$ cat config.mk
export PLATFORM = sky130hd
export DESIGN_NAME = dbus_sink
export DESIGN_NICKNAME = d
export VERILOG_FILES = /design/src/rtl/dbus_sink_pkg.sv /design/src/rtl/dbus_wr_port.sv /design/src/rtl/dbus_sink.sv
export SDC_FILE = /design/constraint.sdc
export NUM_CORES = 1
export LEC_CHECK = 0
export ABC_AREA = 0
export CELL_PAD_IN_SITES_DETAIL_PLACEMENT = 0
export CELL_PAD_IN_SITES_GLOBAL_PLACEMENT = 1
export CORE_AREA = 2 2 90 101
export CTS_CLUSTER_DIAMETER = 60
export DETAILED_ROUTE_END_ITERATION = 16
export DIE_AREA = 0 0 92 103
export DONT_BUFFER_PORTS = 1
export GPL_ROUTABILITY_DRIVEN = 0
export HOLD_SLACK_MARGIN = 0.02
export PLACE_DENSITY = 0.76
export SLEW_MARGIN = 10
export SYNTH_ARGS = -nofsm -noshare
export SYNTH_HDL_FRONTEND = slang
export SYNTH_SLANG_ARGS = --single-unit
$ cat constraint.sdc
create_clock -name clk -period 1.91 [get_ports clk]
set_input_delay 0.2865 -clock clk [delete_from_list [all_inputs] [get_ports clk]]
set_output_delay 0.2865 -clock clk [all_outputs]
set_load 0.01 [all_outputs]
$ cat src/rtl/dbus_sink_pkg.sv
// Shared definitions for the data-bus sink: widths, source-enable bit map, write FSM states.
// Latency: n/a (types, constants and a pure combinational helper only).
// Backpressure: n/a.
package dbus_sink_pkg;

    // Default bus/register width and default write wait-state budget.
    localparam int DW_DEF  = 16;
    localparam int TMO_DEF = 15;

    // Wait counter is wide enough for the largest legal TMO (255).
    localparam int CNT_W = 8;

    // Bit positions inside src_en, mirrored from the bus source multiplexer.
    localparam int SRC_ALU  = 0;
    localparam int SRC_B    = 1;
    localparam int SRC_DMEM = 2;
    localparam int SRC_IR   = 3;
    localparam int SRC_N    = 4;

    // Memory write port states.
    typedef enum logic {
        WR_IDLE = 1'b0,
        WR_WAIT = 1'b1
    } wr_state_t;

    // True when exactly one bus source is driving.
    function automatic logic src_onehot(input logic [SRC_N-1:0] en);
        int unsigned cnt;
        cnt = 0;
        for (int i = 0; i < SRC_N; i++) begin
            cnt += 32'(en[i]);
        end
        return (cnt == 1);
    endfunction

endpackage

$ cat src/rtl/dbus_wr_port.sv
// Data-memory write port: latches one address/data pair and holds it on a valid/ready request.
// Latency: request visible the cycle after the strobe; busy drops the cycle after ready or timeout.
// Backpressure: busy stays high while waiting for ready; abandons the write after TMO+1 wait cycles.
module dbus_wr_port
    import dbus_sink_pkg::*;
#(
    parameter int DW  = DW_DEF,
    parameter int TMO = TMO_DEF
) (
    input  logic          clk,
    input  logic          rst,
    input  logic          req,
    input  logic [DW-1:0] addr,
    input  logic [DW-1:0] data,
    output logic          busy,
    output logic          mem_valid,
    output logic [DW-1:0] mem_addr,
    output logic [DW-1:0] mem_data,
    input  logic          mem_ready,
    output logic          tmo
);

    // TMO is documented as 1..255, so it always fits the counter width.
    localparam logic [CNT_W-1:0] TMO_CNT = CNT_W'(TMO);

    wr_state_t        state;
    logic [CNT_W-1:0] wait_cnt;

    // Write FSM: capture on request in IDLE, hold until ready or the wait budget runs out.
    always_ff @(posedge clk) begin
        if (rst) begin
            state     <= WR_IDLE;
            mem_valid <= 1'b0;
            mem_addr  <= '0;
            mem_data  <= '0;
            wait_cnt  <= '0;
            tmo       <= 1'b0;
        end else begin
            unique case (state)
                WR_IDLE: begin
                    // Ready is deliberately not looked at here; only a held request counts.
                    if (req) begin
                        mem_addr  <= addr;
                        mem_data  <= data;
                        mem_valid <= 1'b1;
                        wait_cnt  <= '0;
                        state     <= WR_WAIT;
                    end
                end
                WR_WAIT: begin
                    // Ready wins over timeout when both happen on the last wait cycle.
                    if (mem_ready) begin
                        mem_valid <= 1'b0;
                        state     <= WR_IDLE;
                    end else if (wait_cnt == TMO_CNT) begin
                        tmo       <= 1'b1;
                        mem_valid <= 1'b0;
                        state     <= WR_IDLE;
                    end else begin
                        wait_cnt <= wait_cnt + CNT_W'(1);
                    end
                end
                default: begin
                    mem_valid <= 1'b0;
                    state     <= WR_IDLE;
                end
            endcase
        end
    end

    // The sequencer must hold for every cycle spent waiting on memory.
    assign busy = (state == WR_WAIT);

endmodule

$ cat src/rtl/dbus_sink.sv
// Data-bus destination: loads A/B/DR from DBUS_in and forwards bus writes to data memory.
// Latency: register loads visible 1 cycle after the strobe; memory request issued 1 cycle after mem_wr.
// Backpressure: stall is high while a write waits for dmem_wr_ready; strobes are ignored while stalled.
module dbus_sink
    import dbus_sink_pkg::*;
#(
    parameter int DW  = DW_DEF,
    parameter int TMO = TMO_DEF
) (
    input  logic             clk,
    input  logic             rst,
    input  logic [DW-1:0]    DBUS_in,
    input  logic [SRC_N-1:0] src_en,
    input  logic             A_load,
    input  logic             B_load,
    input  logic             DR_load,
    input  logic             mem_wr,
    output logic [DW-1:0]    A_out,
    output logic [DW-1:0]    B_out,
    output logic [DW-1:0]    DR_out,
    output logic             dmem_wr_valid,
    output logic [DW-1:0]    dmem_wr_addr,
    output logic [DW-1:0]    dmem_wr_data,
    input  logic             dmem_wr_ready,
    output logic             stall,
    output logic             bus_err,
    output logic             wr_tmo
);

    // A bus strobe only takes effect when the sequencer is not held.
    logic bus_use;
    logic src_bad;

    assign bus_use = (A_load | B_load | DR_load | mem_wr) & ~stall;
    assign src_bad = ~src_onehot(src_en);

    // Datapath registers: every asserted load captures the same bus value.
    always_ff @(posedge clk) begin
        if (rst) begin
            A_out  <= '0;
            B_out  <= '0;
            DR_out <= '0;
        end else if (!stall) begin
            if (A_load) begin
                A_out <= DBUS_in;
            end
            if (B_load) begin
                B_out <= DBUS_in;
            end
            if (DR_load) begin
                DR_out <= DBUS_in;
            end
        end
    end

    // Sticky bus-usage error: a consumer sampled the bus with zero or several drivers.
    always_ff @(posedge clk) begin
        if (rst) begin
            bus_err <= 1'b0;
        end else if (bus_use && src_bad) begin
            bus_err <= 1'b1;
        end
    end

    // The address is the registered A, so a same-cycle A_load cannot alter it.
    dbus_wr_port #(
        .DW  (DW),
        .TMO (TMO)
    ) u_wr (
        .clk       (clk),
        .rst       (rst),
        .req       (mem_wr),
        .addr      (A_out),
        .data      (DBUS_in),
        .busy      (stall),
        .mem_valid (dmem_wr_valid),
        .mem_addr  (dmem_wr_addr),
        .mem_data  (dmem_wr_data),
        .mem_ready (dmem_wr_ready),
        .tmo       (wr_tmo)
    );

endmodule

==> impl_results.md <==
* Outcome: completed
* Total GRT Usage at 0.196
* Async SR Flop Fraction at 0
* Dpl hpwl at 6120 µm
* H-tree levels at 3
* Hold Violations, Final at 0
* Sw Share at 0.266
* Vias in the first global route at 2,699
* Worst-Margin Slew at 0.639 ns
* Top FF cell, synth: dfxtp_1
* Starting Density at 0.399
* Gr ovfl total at 0
* Vias per inst at 5.12
* Clock share of power at 0.315
* Max Slew Vio Count at 0
* Tightest hold margin at 0.0505 ns
* Fin Setup TNS at 0 ns
* Die X at 92 µm
* Vias at 2,846
* Initial drt markers at 87
* Kind of critical path: reg -> reg
* Switching power at 0.000955 W
* Clk_lat worst skew at 0.36 ns
* Pin count of the biggest net entering global routing at 81
* Tcrit/Tclk final at 0.927
* Peak supply drop at 0.000421 V
* Syn_area_per_cell at 7.88 µm²
* Max Freq at 0.565 GHz
* Worst clock skew at 0.00944 ns
* CTS Buffer Depth at 2
* Comb pwr share at 0.090
* Final WL at 9160 µm
* Worst Path Required at 2.21 ns
* Port buffer count at 0
* PnR Total Power at 0.00359 W
* Distinct cell type count after synthesis at 32
* Ant. Diodes at 0
* Power Density at 936 nW/µm²
* Sequential share of power at 0.596
* Synthesized instance count at 433
* Rel. slew slack at 0.574
* DRT antenna net count at 0
* First-pass GRT wire length at 14,300 µm
* Pre-antenna DRT Iters at 4
* RSZ-0062 raised after global routing: false
* Final Setup Violations at 0
* Cell Area, Synth at 3410 µm²
* Yosys warnings at 0
* Sink Count at 92
* Seq/Total Area, Yosys at 0.540
* Synth Net Count at 464
* Hold/Removal Path Class: in -> reg
* Reg2Reg Setup Slack at 0.14 ns
* CTS tree: built
* Core ar. at 8560 µm²
* Full die area at 9480 µm²
* Layout area overhead at 12.4%
* Most common cell after layout, fill and taps aside: nand2_1
* Num CTS Buffers at 9
* Root Buffer: clkbuf_8
* Die Y at 103 µm
* Clock slew at reported path FFs at 0.09 ns
* Fraction of layout cells with a size suffix above 1 at 0.0656
* EDFF count, synth at 0
* # Max-Cap Violations at 0
* Internal Power at 0.00263 W
* DRC viols at 0
* Register bit total from synthesis at 92
* Crit. End Element: flop
* Routed wire per std cell at 16.5 µm
* CP Launch Type: flop
* Setup Buffers After CTS at 0
* IO Count at 111
* Row cnt at 36
* Worst EP arrival at 2.07 ns
* Most frequent cells in the layout: nand2_1, dfxtp_1, a21oi_1
* CP Max Fanout at 16
* Final net count at 470
* Static leakage at 1.44 nW
* Initial antenna violation count at 0
* Fin crit period at 1.77 ns
==> path summary, 6_finish.rpt <==
check	start	end	cells after the start
worst min-delay path	DBUS_in[14]	B_out[14]$_SDFFE_PP0P_	2
worst max-delay path	u_wr.busy$_SDFF_PP0_	DR_out[2]$_SDFFE_PP0P_	7
worst min register to register	B_out[3]$_SDFFE_PP0P_	B_out[3]$_SDFFE_PP0P_	2
worst max register to register	u_wr.busy$_SDFF_PP0_	DR_out[2]$_SDFFE_PP0P_	7
==> cell usage after synthesis, types with 2 or more instances <==
master | number | share of area
a21oi_1 | 90 | 0.13
and2b_1 | 4 | 0.0088
buf_1 | 3 | 0.0033
clkbuf_1 | 23 | 0.025
dfxtp_1 | 92 | 0.54
ha_1 | 3 | 0.011
inv_1 | 8 | 0.0088
nand2_1 | 169 | 0.19
nand3_1 | 9 | 0.013
nand4_1 | 3 | 0.0055
nor2_1 | 4 | 0.0044
nor4_1 | 2 | 0.0037
o2111ai_1 | 2 | 0.0051
o31ai_1 | 3 | 0.0066
==> layer usage <==
metal	vias up	share of wire	track usage
met2	79	0.48	0.331
met3	12	0.083	0.0804
met1	1324	0.42	0.224
met4	0	0.015	0.0758
li1	1431	-	-
met5	-	0	0
==> critical path, stage by stage, from the launching register on <==
cell and delay [ns]:
dfxtp_2 0.38, buf_4 0.16, inv_1 0.10, nand2_1 0.08
buf_4 0.21, nand2_1 0.07, a21oi_1 0.14, dlygate4sd3_1 0.57
==> kinds of logic after synthesis <==
kind of cell	count (synthesis)	synth area share
AO/OA/AOI/OAI	101	0.158
multiplexers	1	0.00330
buffers and inverters	36	0.0433
adder cells (fa/ha/maj)	4	0.0169
AND/OR/NAND/NOR	199	0.239
flip-flops	92	0.540
==> flip-flops by register name (all words and copies together), names as in the netlist, 8 cells and up <==
name / cells
B_out: 16
u_wr.mem_data: 16
u_wr.wait_cnt: 8
u_wr.mem_addr: 16
DR_out: 16
A_out: 16
==> through the flow <==
step           instance area [µm²]  setup WS, ns   util  cells
3_3_place_gp                  3530         0.157  0.412    529
3_5_place_dp                  3530         0.111  0.412    529
4_1_cts                       3830        0.0830  0.448    556
2_1_floorplan                 3410         0.162      -    433
5_1_grt                       3830        0.0165  0.448    556
6_report                      3830         0.140  0.448    556
==> cell type report <==
type,instances,area [µm²]
Sequential cell,92,1840
Clock buffer,12,145
Fill cell,898,4720
Inverter,8,30.0
Timing Repair Buffer,23,235
Tap cell,114,143
Clock inverter,2,12.5
Multi-Input combinational cell,305,1430
==> repair_timing <==
item	in CTS	in global routing
setup endpoints to repair	0	10
hold buffers	13	0
hold endpoints to repair	92	0
resized for setup	0	2
==> power by group through the flow <==
stage	Combinational [W]	Clock [W]	Sequential (W)
4_1_cts	0.000326	0.00117	0.00214
2_1_floorplan	0.000227	0	0.00216
3_3_place_gp	0.000265	0	0.00218
6_report	0.000323	0.00113	0.00214
5_1_grt	0.000368	0.00126	0.00215
3_5_place_dp	0.000275	0	0.00219
No activity file was read; power rests on OpenSTA's default activity.
